## src/rtl/db_pkg.sv

```systemverilog
// Shared types and defaults for the push-button debounce bank.
package db_pkg;

    typedef enum logic [1:0] {ZERO, WAIT1, ONE, WAIT0} db_state_t;

    // ~10.5 ms sample period at 100 MHz
    localparam int unsigned DB_CNT_W_DEFAULT = 20;

endpackage

```

## src/rtl/db_chan.sv

```systemverilog
// One debounce channel: stability FSM stepped by the shared sample tick.
// DB_REPEAT_EN adds an auto-repeat counter that re-pulses tick while the button is held.
module db_chan import db_pkg::*; #(
`ifdef DB_REPEAT_EN
    parameter int unsigned REPEAT_DLY   = 50,
    parameter int unsigned REPEAT_PER   = 10,
`endif
    parameter int unsigned STABLE_TICKS = 3
) (
    input  logic clk,
    input  logic reset_n,
    input  logic s,
    input  logic sample_tick,
    output logic level,
    output logic tick
);

    localparam int unsigned SC_W = $clog2(STABLE_TICKS);
    localparam logic [SC_W-1:0] SC_LAST = SC_W'(STABLE_TICKS - 1);

`ifdef DB_REPEAT_EN
    localparam int unsigned RPT_W = $clog2(REPEAT_DLY + 1);
    localparam logic [RPT_W-1:0] RPT_LAST   = RPT_W'(REPEAT_DLY - 1);
    localparam logic [RPT_W-1:0] RPT_RELOAD = RPT_W'(REPEAT_DLY - REPEAT_PER);

    logic [RPT_W-1:0] rpt_q;
`endif

    db_state_t       state_q;
    logic [SC_W-1:0] sc_q;

    always_ff @(posedge clk or negedge reset_n) begin
        if (!reset_n) begin
            state_q <= ZERO;
            sc_q    <= '0;
            level   <= 1'b0;
            tick    <= 1'b0;
`ifdef DB_REPEAT_EN
            rpt_q   <= '0;
`endif
        end else begin
            tick <= 1'b0;
`ifdef DB_REPEAT_EN
            // Held in WAIT0 so a short dip resumes the repeat cadence.
            if (state_q == ZERO || state_q == WAIT1) begin
                rpt_q <= '0;
            end
`endif
            unique case (state_q)
                ZERO: begin
                    if (s) begin
                        state_q <= WAIT1;
                        sc_q    <= '0;
                    end
                end
                WAIT1: begin
                    if (!s) begin
                        state_q <= ZERO;
                    end else if (sample_tick) begin
                        if (sc_q == SC_LAST) begin
                            state_q <= ONE;
                            level   <= 1'b1;
                            tick    <= 1'b1;
                        end else begin
                            sc_q <= sc_q + 1'b1;
                        end
                    end
                end
                ONE: begin
                    if (!s) begin
                        state_q <= WAIT0;
                        sc_q    <= '0;
                    end
`ifdef DB_REPEAT_EN
                    else if (sample_tick) begin
                        if (rpt_q == RPT_LAST) begin
                            rpt_q <= RPT_RELOAD;
                            tick  <= 1'b1;
                        end else begin
                            rpt_q <= rpt_q + 1'b1;
                        end
                    end
`endif
                end
                WAIT0: begin
                    if (s) begin
                        state_q <= ONE;
                    end else if (sample_tick) begin
                        if (sc_q == SC_LAST) begin
                            state_q <= ZERO;
                            level   <= 1'b0;
                        end else begin
                            sc_q <= sc_q + 1'b1;
                        end
                    end
                end
                default: state_q <= ZERO;
            endcase
        end
    end

endmodule

```

## src/rtl/btn_debounce_bank.sv

```systemverilog
// Multi-channel button conditioner: synchronisers, shared sample prescaler, N debounce channels.
// Define DB_REPEAT_EN to build per-channel auto-repeat on held buttons.
module btn_debounce_bank import db_pkg::*; #(
    parameter int unsigned N            = 4,
    parameter int unsigned CNT_W        = DB_CNT_W_DEFAULT,
    parameter int unsigned STABLE_TICKS = 3,
    parameter int unsigned REPEAT_DLY   = 50,
    parameter int unsigned REPEAT_PER   = 10
) (
    input  logic         clk,
    input  logic         reset_n,
    input  logic [N-1:0] btn,
    output logic [N-1:0] db_level,
    output logic [N-1:0] db_tick,
    output logic         sample_tick
);

    logic [N-1:0]     sync1_q;
    logic [N-1:0]     sync2_q;
    logic [CNT_W-1:0] pre_q;

    always_ff @(posedge clk or negedge reset_n) begin
        if (!reset_n) begin
            sync1_q     <= '0;
            sync2_q     <= '0;
            pre_q       <= '0;
            sample_tick <= 1'b0;
        end else begin
            sync1_q     <= btn;
            sync2_q     <= sync1_q;
            pre_q       <= pre_q + 1'b1;
            sample_tick <= &pre_q;
        end
    end

    for (genvar i = 0; i < N; i++) begin : g_chan
        db_chan #(
`ifdef DB_REPEAT_EN
            .REPEAT_DLY  (REPEAT_DLY),
            .REPEAT_PER  (REPEAT_PER),
`endif
            .STABLE_TICKS(STABLE_TICKS)
        ) u_chan (
            .clk        (clk),
            .reset_n    (reset_n),
            .s          (sync2_q[i]),
            .sample_tick(sample_tick),
            .level      (db_level[i]),
            .tick       (db_tick[i])
        );
    end

endmodule
```

## config.mk

```make
export PLATFORM = sky130hd
export DESIGN_NAME = btn_debounce_bank
export DESIGN_NICKNAME = d
export VERILOG_FILES = /design/src/rtl/db_pkg.sv /design/src/rtl/db_chan.sv /design/src/rtl/btn_debounce_bank.sv
export SDC_FILE = /design/constraint.sdc
export NUM_CORES = 1
export LEC_CHECK = 0
export ABC_CLOCK_PERIOD_IN_PS = 3800
export BUFFER_PORTS_ARGS = -buffer_cell sky130_fd_sc_hd__buf_2
export CAP_MARGIN = 20
export CORE_MARGIN = 2
export CORE_UTILIZATION = 25
export CTS_BUF_LIST = sky130_fd_sc_hd__clkbuf_4 sky130_fd_sc_hd__clkbuf_8 sky130_fd_sc_hd__clkbuf_16
export CTS_CLUSTER_SIZE = 8
export DETAILED_ROUTE_END_ITERATION = 16
export HOLD_SLACK_MARGIN = 0.05
export PLACE_DENSITY = 0.43
export SLEW_MARGIN = 15
export SYNTH_ARGS = -nofsm -noshare
export SYNTH_HDL_FRONTEND = slang
export SYNTH_HIERARCHICAL = 1
export SYNTH_SLANG_ARGS = --single-unit
```

## constraint.sdc

```tcl
create_clock -name clk -period 3.8 [get_ports clk]
set_clock_uncertainty 0.2 [all_clocks]
set_input_delay 0.19 -clock clk [delete_from_list [all_inputs] [get_ports clk]]
set_output_delay 0.19 -clock clk [all_outputs]
set_load 0.05 [all_outputs]
```

==> impl_results.md <==
- Final Setup Violations: 0
- # Post-CTS Setup Buffers: 0
- Number of enable flip-flop cells after synthesis: 0
- Crit path DAT: between 1 and 1.5 ns
- Register area share after synthesis: 58.76%
- Post-layout util: between 20% and 30%
- DP Cell Count: ~310
- Share of final-layout standard cells stronger than drive strength 1: ~17%
- Max Buffers Root-to-Sink: 2
- Initial antenna violation count: 0
- IO Port Bufs: 14
- Flop2flop setup slack: between 2 and 2.5 ns
- # fillers: slightly below 900
- Total power divided by cell area: ~360 mW/mm2
- Level count of the clock H-tree: 2
- Final number of hold-violating endpoints: 0
- Post-route DRC: 0
- Type of element launching the critical path: flip-flop
- Distinct cells, synth: 24
- Yosys top cell by area: sky130_fd_sc_hd__dfrtp_1
- Number of vias per cell after detailed routing: around 4.4
- Netlist Area Pre-Place: roughly 0.0023 mm2
- Slew HR: 40.52%
- Mux cell area share after synthesis: 1.996%
- Clock sinks: between 50 and 60
- # diodes: 0
- Kind of cell adding the most delay to the critical path: flip-flops
- Starting DRC count in detailed routing: 47
- Initial Utilization: 25.88%
- CTS tree: done
- Non-Filler Instances: ~320
- Mean cell area of the mapped netlist: between 10 and 15 um2
- Max Clock Freq: ~0.58 GHz
- Fraction of registers with async set or reset after synthesis: 100.0%
- Global-route wire length before repair: roughly 6.5 mm
- GRT Resource Usage Total: under 10%
- Most common cell in the synthesized netlist: sky130_fd_sc_hd__dfrtp_1
- Crit share post-route: 45.76%
- Worst-path clk slew: about 0.090 ns
- Floorplan die height: slightly below 100 um
- Most common library cells after synthesis: 53 x sky130_fd_sc_hd__dfrtp_1, 17 x sky130_fd_sc_hd__nand3_1, 17 x sky130_fd_sc_hd__xnor2_1, 14 x sky130_fd_sc_hd__nand2_1, 9 x sky130_fd_sc_hd__ha_1
- Placed wire-length estimate after detailed placement: about 2.5 mm
- Worst stage delay on the critical path: around 0.68 ns
- Fin crit period: 1.739 ns
- Die area: between 0.009 and 0.01 mm2
- Post-synthesis to final-layout area growth: 15.63%
- Fraction of the mapped netlist area in compound gates: around 5.8%
- Max Slew Vio Count: 0
- Synthesized instance count: approximately 180
- Worst hold path startpoint: sync1_q[0]
- Cell with the largest stage delay on the worst path: sky130_fd_sc_hd__dfrtp_1
- Maximum number of pins on one net before global-route repair: 41
- Top cells by area in the synthesized netlist: sky130_fd_sc_hd__dfrtp_1 59%, sky130_fd_sc_hd__xnor2_1 6.6%, sky130_fd_sc_hd__ha_1 5.0%, sky130_fd_sc_hd__nand3_1 3.8%, sky130_fd_sc_hd__nand2_1 2.3%
- Chip Width: between 90 and 100 um
- Result of the run: completed
- Number of primary I/O pins: 15
- Max rail drop VDD: 0.1482 mV
- Dominant register cell in the synthesized netlist: sky130_fd_sc_hd__dfrtp_1
- Combined flip-flop and latch cell area: around 0.0013 mm2
- Clock buffer count from CTS: 5
- Top-area cell type share of the netlist area: about three fifths
- Placer's final routability congestion estimate: 0.6392
- Xor-xnor portion of the synthesized cell area: under 10%
- Combinational family with the most area after synthesis: simple AND/OR/NAND/NOR gates
- Worst Path Buf+Inv: 1
- Register-to-Register Path Depth: 3
- CP required: ~3.4 ns
- Adder and majority cell fraction of the synthesized area: under 10%
- Endpoint, Worst Hold: sync2_q[0]
- Total negative slack for setup checks: 0 ns
- Reg2Reg Capture Point: g_chan[2].u_chan/sc_q[1]
- Critical path start-end classification: flip-flop to output pin
- Post-route worst hold slack: approximately 0.16 ns
- Maximum Capacitance Violations: 0
- Number of vias after detailed routing: between 1000 and 1500
- Total wire length after detailed routing: around 3.7 mm
- Total number of yosys warnings: 6
- Maximum fanout along the worst path: 17
- Total area of multi-input combinational cells: around 900 um2
- FF-to-FF Start: sample_tick
- Total core area: 0.008721 mm2
- Ordered cell list for the critical path: buf_2
- Number of instances resized during post-cts repair: 0
- Final global-route overflow total: 0
- Drt pass-1 iters: 4
- CTS Root Buffer Type: sky130_fd_sc_hd__clkbuf_8
- Hold depth: 0
- Post-route cell area: around 0.0026 mm2
- Yosys reg bits: 53
- Placed Area: 0.002470 mm2
- Type of the worst min-delay path: flip-flop to flip-flop
- Later-pin clock latency in the skew report: 0.30 ns
- Routed WL per cell: 11.65 um
- Final #Nets: approximately 220
- Least-Margin Pin Slew: 0.8922 ns
- Category of the worst setup path capture point: output pin
- Rows: 34
- P_leak: approximately 1.2 nW
- Simple logic cell fraction of the synthesized area: 18.96%
- RSZ-0062 raised after global routing: false
- Number of global-route vias before repair: around 1400
- Mapped Nets: about 200
- Antenna Violating Nets Remaining: 0
-- state kept, by name (all words and copies together) (netlist names), named ones only --
name	count
g_chan.u_chan/state_q	4
g_chan.u_chan/sc_q	8
g_chan.u_chan/tick	4
pre_q	20
g_chan.u_chan/level	4
sync1_q	4
sample_tick	1
sync2_q	4
-- power breakdown --
group	total, mW	internal [mW]	switching (mW)
combinational	0.0271	0.0108	0.0163
clock	0.330	0.152	0.177
sequential	0.577	0.570	0.00737
-- cell type report --
class	instances	share of cell area (%)
sequential	53	50.81
multi-input combinational	123	34.80
tap	108	5.177
timing repair buffer	20	4.890
clock buffer	7	3.452
inverter	6	0.8629
-- timing repair --
action / 4_1_cts / 5_1_grt
endpoints found under the setup margin: 0 / 0
endpoints found under the hold margin: 43 / 0
hold buffers: 5 / 0
-- how the worst max path moves through the flow --
stage,start,end,slack [ns],cells after the start
final,sample_tick,sample_tick,2.06,1
after global routing,sample_tick,sample_tick,1.99,1
after CTS,sample_tick,sample_tick,2.03,1
after detailed placement,sample_tick,g_chan[2].u_chan/sc_q[1],2.09,3
after global placement,sample_tick,g_chan[0].u_chan/sc_q[1],2.14,3
after floorplan,sample_tick,g_chan[0].u_chan/sc_q[1],1.96,3
-- kinds of logic after synthesis --
| group | Yosys count |
|---|---|
| flops | 53 |
| xor+xnor | 22 |
| compound gates | 20 |
| mux | 4 |
| buf+inv | 6 |
| fa+ha+maj | 9 |
| simple gates | 68 |
-- routing by layer --
layer,vias up,track usage (%),wire [um]
met4,0,4.110,78
met5,-,0,0
li1,697,-,-
met1,669,10.96,1844
met3,8,2.482,146
met2,16,12.68,1624
-- metrics by stage --
step | total power, mW | setup WS, ns
after floorplan | 0.5947 | 1.962
after CTS | 0.9545 | 2.027
final | 0.9339 | 2.061
after detailed placement | 0.6131 | 2.095
after global placement | 0.6129 | 2.145
after global routing | 0.9807 | 1.994
-- layout by cell type (no fill, tap or decap), types with 2 or more instances in the layout --
cell type,instances
sky130_fd_sc_hd__o21ai_0,8
sky130_fd_sc_hd__or4b_1,4
sky130_fd_sc_hd__nand2b_1,4
sky130_fd_sc_hd__nor3_4,2
sky130_fd_sc_hd__a41oi_1,4
sky130_fd_sc_hd__nand2_1,14
sky130_fd_sc_hd__xnor2_1,17
sky130_fd_sc_hd__and3_1,3
sky130_fd_sc_hd__clkbuf_8,6
sky130_fd_sc_hd__o32ai_1,4
sky130_fd_sc_hd__nand3_1,17
sky130_fd_sc_hd__nand4_1,7
sky130_fd_sc_hd__nor2_1,8
sky130_fd_sc_hd__inv_1,6
sky130_fd_sc_hd__a21oi_1,4
sky130_fd_sc_hd__and2b_2,4
sky130_fd_sc_hd__xor2_1,5
sky130_fd_sc_hd__mux2_2,4
sky130_fd_sc_hd__ha_1,9
sky130_fd_sc_hd__dlygate4sd3_1,5
sky130_fd_sc_hd__buf_2,14
sky130_fd_sc_hd__dfrtp_1,53
Power figures use the tool's default switching activity.
